--- src/rtl/plan_sequencer.sv ---
// plan_sequencer -- control sequencer for a level-synchronous path search engine.
//
// A search runs a forward sweep over the edge RAM, once per level, until the
// engine reports the target point was reached (end_hit). It then runs backward
// sweeps, one per level, each ended by the engine finding the back-pointing
// edge (step_done), down to level 0, and reports the hop count.
//
// Ports:
//   CLK, RST          clock, synchronous active-high reset
//   start, abort      begin a search (sampled in IDLE only) / cancel a running one
//   start_point       source point index
//   end_point         target point index
//   max_level         level limit, 0 selects MAX_LEVEL_DEF
//   end_hit           engine: target activated during forward sweep
//   step_done         engine: backward edge found at current level
//   state             phase code IDLE=0 INIT=1 FWD=2 BWD=3 OUT=4 ERR=7
//   ram_addr          edge-RAM read address
//   ram_rd_en         edge-RAM read enable (FWD and BWD)
//   level             current search level
//   busy              high outside IDLE
//   done, error       one-cycle completion / failure pulses
//   err_code          0 none, 1 unreachable, 2 backtrack fail, 3 bad request
//   path_len          hop count of the last successful search
module plan_sequencer #(
   parameter int N_EDGES       = 1034,
   parameter int N_POINTS      = 66,
   parameter int MAX_LEVEL_DEF = 10
) (
   input  logic        CLK,
   input  logic        RST,
   input  logic        start,
   input  logic        abort,
   input  logic [7:0]  start_point,
   input  logic [7:0]  end_point,
   input  logic [3:0]  max_level,
   input  logic        end_hit,
   input  logic        step_done,
   output logic [2:0]  state,
   output logic [10:0] ram_addr,
   output logic        ram_rd_en,
   output logic [3:0]  level,
   output logic        busy,
   output logic        done,
   output logic        error,
   output logic [1:0]  err_code,
   output logic [3:0]  path_len
);

   typedef enum logic [2:0] {
      IDLE = 3'd0,
      INIT = 3'd1,
      FWD  = 3'd2,
      BWD  = 3'd3,
      OUTP = 3'd4,
      ERR  = 3'd7
   } phase_t;

   localparam logic [10:0] LastAddr = 11'(N_EDGES - 1);
   localparam logic [3:0]  DefLimit = 4'(MAX_LEVEL_DEF);

   phase_t      phaseQ, phaseD;
   logic [10:0] addrQ, addrD;
   logic [3:0]  levelQ, levelD;
   logic [3:0]  limitQ, limitD;
   logic [3:0]  hitLevelQ, hitLevelD;
   logic [1:0]  errCodeQ, errCodeD;
   logic [3:0]  pathLenQ, pathLenD;

   logic [3:0]  effLimit;
   logic        badRequest;
   logic        wrapHitsLimit;

   assign effLimit   = (max_level == 4'd0) ? DefLimit : max_level;
   assign badRequest = (int'(start_point) >= N_POINTS) ||
                       (int'(end_point) >= N_POINTS) ||
                       (start_point == end_point);
   // Level after a wrap compared in 5 bits so level 15 + 1 cannot alias to 0.
   assign wrapHitsLimit = ({1'b0, levelQ} + 5'd1) >= {1'b0, limitQ};

   always_ff @(posedge CLK) begin
      if (RST) begin
         phaseQ   <= IDLE;
         addrQ    <= '0;
         levelQ   <= '0;
         errCodeQ <= '0;
         pathLenQ <= '0;
      end else begin
         phaseQ   <= phaseD;
         addrQ    <= addrD;
         levelQ   <= levelD;
         errCodeQ <= errCodeD;
         pathLenQ <= pathLenD;
      end
   end

   // Search context only matters between an accepted start and the end of
   // that search, so it carries no reset.
   always_ff @(posedge CLK) begin
      limitQ    <= limitD;
      hitLevelQ <= hitLevelD;
   end

   always_comb begin
      phaseD    = phaseQ;
      addrD     = addrQ;
      levelD    = levelQ;
      limitD    = limitQ;
      hitLevelD = hitLevelQ;
      errCodeD  = errCodeQ;
      pathLenD  = pathLenQ;

      if (abort && (phaseQ != IDLE)) begin
         // Cancel silently: result registers keep whatever they hold.
         phaseD = IDLE;
      end else begin
         case (phaseQ)
            IDLE: begin
               if (start) begin
                  errCodeD = 2'd0;
                  pathLenD = 4'd0;
                  if (badRequest) begin
                     errCodeD = 2'd3;
                     phaseD   = ERR;
                  end else begin
                     limitD = effLimit;
                     addrD  = '0;
                     levelD = '0;
                     phaseD = INIT;
                  end
               end
            end
            INIT: begin
               addrD  = '0;
               levelD = '0;
               phaseD = FWD;
            end
            FWD: begin
               // end_hit wins over both the wrap and the limit check.
               if (end_hit) begin
                  hitLevelD = levelQ;
                  addrD     = '0;
                  phaseD    = BWD;
               end else if (addrQ == LastAddr) begin
                  if (wrapHitsLimit) begin
                     errCodeD = 2'd1;
                     phaseD   = ERR;
                  end else begin
                     addrD  = '0;
                     levelD = levelQ + 4'd1;
                  end
               end else begin
                  addrD = addrQ + 11'd1;
               end
            end
            BWD: begin
               if (step_done) begin
                  if (levelQ != 4'd0) begin
                     levelD = levelQ - 4'd1;
                     addrD  = '0;
                  end else begin
                     // Result published on entry so it is valid alongside done.
                     pathLenD = hitLevelQ + 4'd1;
                     phaseD   = OUTP;
                  end
               end else if (addrQ == LastAddr) begin
                  errCodeD = 2'd2;
                  phaseD   = ERR;
               end else begin
                  addrD = addrQ + 11'd1;
               end
            end
            OUTP:    phaseD = IDLE;
            ERR:     phaseD = IDLE;
            default: phaseD = IDLE;
         endcase
      end
   end

   assign state     = phaseQ;
   assign ram_addr  = addrQ;
   assign level     = levelQ;
   assign ram_rd_en = (phaseQ == FWD) || (phaseQ == BWD);
   assign busy      = (phaseQ != IDLE);
   assign done      = (phaseQ == OUTP);
   assign error     = (phaseQ == ERR);
   assign err_code  = errCodeQ;
   assign path_len  = pathLenQ;

endmodule

--- config.mk ---
export PLATFORM = sky130hd
export DESIGN_NAME = plan_sequencer
export DESIGN_NICKNAME = d
export VERILOG_FILES = /design/src/rtl/plan_sequencer.sv
export SDC_FILE = /design/constraint.sdc
export NUM_CORES = 1
export LEC_CHECK = 0
export BUFFER_PORTS_ARGS = -buffer_cell sky130_fd_sc_hd__buf_4
export CORE_MARGIN = 2
export CORE_UTILIZATION = 45
export CTS_BUF_LIST = sky130_fd_sc_hd__clkbuf_4 sky130_fd_sc_hd__clkbuf_8
export DETAILED_ROUTE_END_ITERATION = 16
export PLACE_DENSITY = 0.72
export SLEW_MARGIN = 30
export SYNTH_ARGS = -nofsm -noshare
export SYNTH_HDL_FRONTEND = slang
export SYNTH_SLANG_ARGS = --single-unit
--- constraint.sdc ---
create_clock -name CLK -period 2.55 [get_ports CLK]
set_input_delay 0.1275 -clock CLK [delete_from_list [all_inputs] [get_ports CLK]]
set_output_delay 0.1275 -clock CLK [all_outputs]
set_load 0.1 [all_outputs]
==> run_results.csv <==
group,metric,value,unit
sta,maxSlewHeadroom,55.8,%
die,die_x,73.6,um
yosys,synth_edf_count,8,
yosys,synth_top_area_cell,"dfxtp_1",
die,pin_count,54,
power,ir_drop,999,uV
yosys,ys_warn_count,0,
clock_tree,cts.sinks,32,
hold_path,hold_path.startpoint,"max_level[0]",
worst_setup_path,cp.required,2.76,ns
yosys,syn-cell-area,2180,um^2
final_layout,fin_cells,372,
clock_tree,cts_buffers,5,
yosys,synth-compound-area-share,21.9,%
clock_tree,path_clk_slew,0.07,ns
worst_setup_path,crit_start,"level[0]",
yosys,synth-async-reset-ratio,0,%
yosys,yosysSeqAreaShare,33.1,%
final_layout,antenna_cells,0,
worst_setup_path,critPathMaxFanout,8,
placement,dp_slack,0.00688,ns
clock_tree,cts_buffer_depth,2,
global_routing,track_usage,21.8,%
final_layout,num-nets-final,355,
sta,rsz0062_at_grt,"yes",
yosys,synth_top_area_share,22.1,%
placement,hpwl,4120,um
sta,max_freq,388,MHz
power,p_leak,1.17,nW
routing,drc_errors,0,
clock_tree,htree_levels,2,
yosys,ys_ff_latch,32,
die,row_count,25,
routing,ant_nets,0,
final_layout,area_growth,30.3,%
yosys,muxShareOfSynthArea,0.517,%
placement,port_buffers,53,
worst_setup_path,worst-setup-path-type,"reg2reg",
routing,drt-vias-per-instance,6.01,
sta,layout_setup_ws,-0.0288,ns
global_routing,grt_start_max_net_pins,27,
clock_tree,cts_tree,"yes",
yosys,synth_xor_area_share,5.23,%
yosys,synthTopCellsByArea,"dfxtp_1 22%, edfxtp_1 11%, ha_1 6.3%",
status,violations,"negative setup slack",
yosys,syn-instance-count,257,
hold_path,hold_class,"in2reg",
sta,fin_worst_skew,0.00835,ns
yosys,ys_types,52,
final_layout,drive_above_1_share,30.5,%
power,cellPowerDensity,899,nW/um^2
worst_setup_path,start_kind,"register",
status,status,"finished with violations",
global_routing,grt_pass1_vias,1981,
clock_tree,clock_latency,0.29,ns
sta,min_period,2.58,ns
global_routing,antenna_found_initial,0,
routing,drt_pass1_iterations,4,
sta,hold_viol,0,
yosys,post-synth-top-count-cell,"dfxtp_1",
routing,first_iter_violations,144,
yosys,synth_top_family_by_area,"simple AND/OR/NAND/NOR gates",
die,dieArea,5410,um^2
worst_setup_path,crit_path_end_kind,"register",
die,die_h,73.6,um
yosys,yosys-top-cells-count,"24 x dfxtp_1, 18 x o21ai_0, 15 x nand2_1, 15 x nor2_1",
yosys,synth_simple_gate_area_share,28.4,%
placement,place.gp.congestion,0.895,
yosys,synth_fa_ha_area_share,7.24,%
die,start_util,46.4,%
run,maxCapViolations,0,
worst_setup_path,r2r-start,"level[0]",
routing,wl,5550,um
die,core,4690,um^2
sta,post-route-period-util,101,%
sta,slew_violations,0,
global_routing,grt_overflow,0,
sta,worst_pin_slew,0.657,ns
clock_tree,cts_root_buf,"clkbuf_8",
routing,vias,2235,
yosys,ys.flop_type,"dfxtp_1",
yosys,syn_nets,295,
yosys,syn_avg_cell_area,8.47,um^2
routing,post_drt_wl_per_cell,14.9,um
worst_setup_path,arrival,2.79,ns
sta,setup_viol,3,
global_routing,grt_pass1_wl,9060,um
placement,placed_cells,361,
-- stage by stage --
step           hold slack (ns)  utilization (%)  area (um^2)  power [mW]  TNS (ns)
4_1_cts                 0.0150             59.7         2800        2.51         0
3_3_place_gp             0.313             57.6         2700        2.07         0
2_1_floorplan            0.294                -         2230        1.74    -0.425
3_5_place_dp             0.315             57.6         2700        2.08         0
6_report                0.0172             60.5         2840        2.55   -0.0641
5_1_grt                 0.0136             60.5         2840        2.68    -0.272
-- final cells by class --
| cell class | instances | area [um^2] |
|---|---|---|
| Tap cell | 54 | 67.6 |
| Sequential cell | 32 | 741 |
| Fill cell | 445 | 1860 |
| Timing Repair Buffer | 62 | 465 |
| Multi-Input combinational cell | 205 | 1420 |
| Inverter | 11 | 48.8 |
| Clock buffer | 8 | 97.6 |
-- final timing paths --
| path | to | slack [ns] | cells after the start |
|---|---|---|---|
| worst max-delay path | level[2] | -0.03 | 8 |
| worst min register to register | path_len[3] | 0.45 | 2 |
| worst max register to register | level[2] | -0.03 | 8 |
| worst min-delay path | limitQ[0] | 0.02 | 1 |
-- state kept, by name (all words and copies together), names as in the netlist --
name	cells
path_len	4
state	3
hitLevelQ	4
level	4
err_code	2
limitQ	4
ram_addr	11
-- critical path, stage by stage (launching register included) --
cell     delay [ns]
dfxtp_4        0.40
inv_4          0.06
ha_4           0.26
ha_4           0.18
a211o_1        0.31
a211o_1        0.30
a221o_1        0.43
or4_1          0.43
a21oi_1        0.13
-- power breakdown --
group	internal, mW	leakage (nW)	switching, mW
Sequential	0.582	0.273	0.0857
Clock	0.241	0.0523	0.187
Combinational	0.431	0.841	1.02
Total	1.25	1.17	1.30
-- logic make-up after synthesis --
family | after synthesis
adders and majority gates | 12
muxes | 1
xor gates and xnor gates | 13
AOI/OAI and AO/OA | 72
and+or+nand+nor | 107
buffers and inverters | 20
DFF | 32
-- layout by cell type (no fill, tap or decap), drive strengths merged, types with 4 or more instances in the layout --
master | Yosys | layout
a21oi | 14 | 14
a22oi | 4 | 4
a31oi | 4 | 4
and3 | 5 | 5
buf | 1 | 62
clkbuf | 8 | 8
dfxtp | 24 | 24
edfxtp | 8 | 8
ha | 11 | 11
inv | 11 | 11
nand2 | 15 | 15
nand2b | 11 | 11
nand3 | 14 | 14
nor2 | 15 | 15
nor2b | 8 | 8
nor3 | 9 | 9
o211ai | 5 | 5
o21ai | 18 | 18
o21bai | 4 | 4
o22ai | 4 | 4
or3 | 5 | 5
or4 | 5 | 5
xnor2 | 5 | 5
xor2 | 8 | 8
-- what timing repair did --
action	CTS	global route
endpoints found under the setup margin	3	6
pin swaps	1	3
setup buffers	0	3
hold buffers	0	0
cloned	0	0
resized for setup	0	4
hold endpoints to repair	0	0
-- routing by layer --
layer	wire (um)	up-vias	GRT usage (%)	part of all wire (%)
met5	0	-	0	0
met4	89	0	8.08	1.6
met3	360	9	4.80	6.5
met2	2540	79	34.2	46
met1	2570	1070	29.2	46
li1	-	1077	-	-
(Power assumes the default switching activity.)
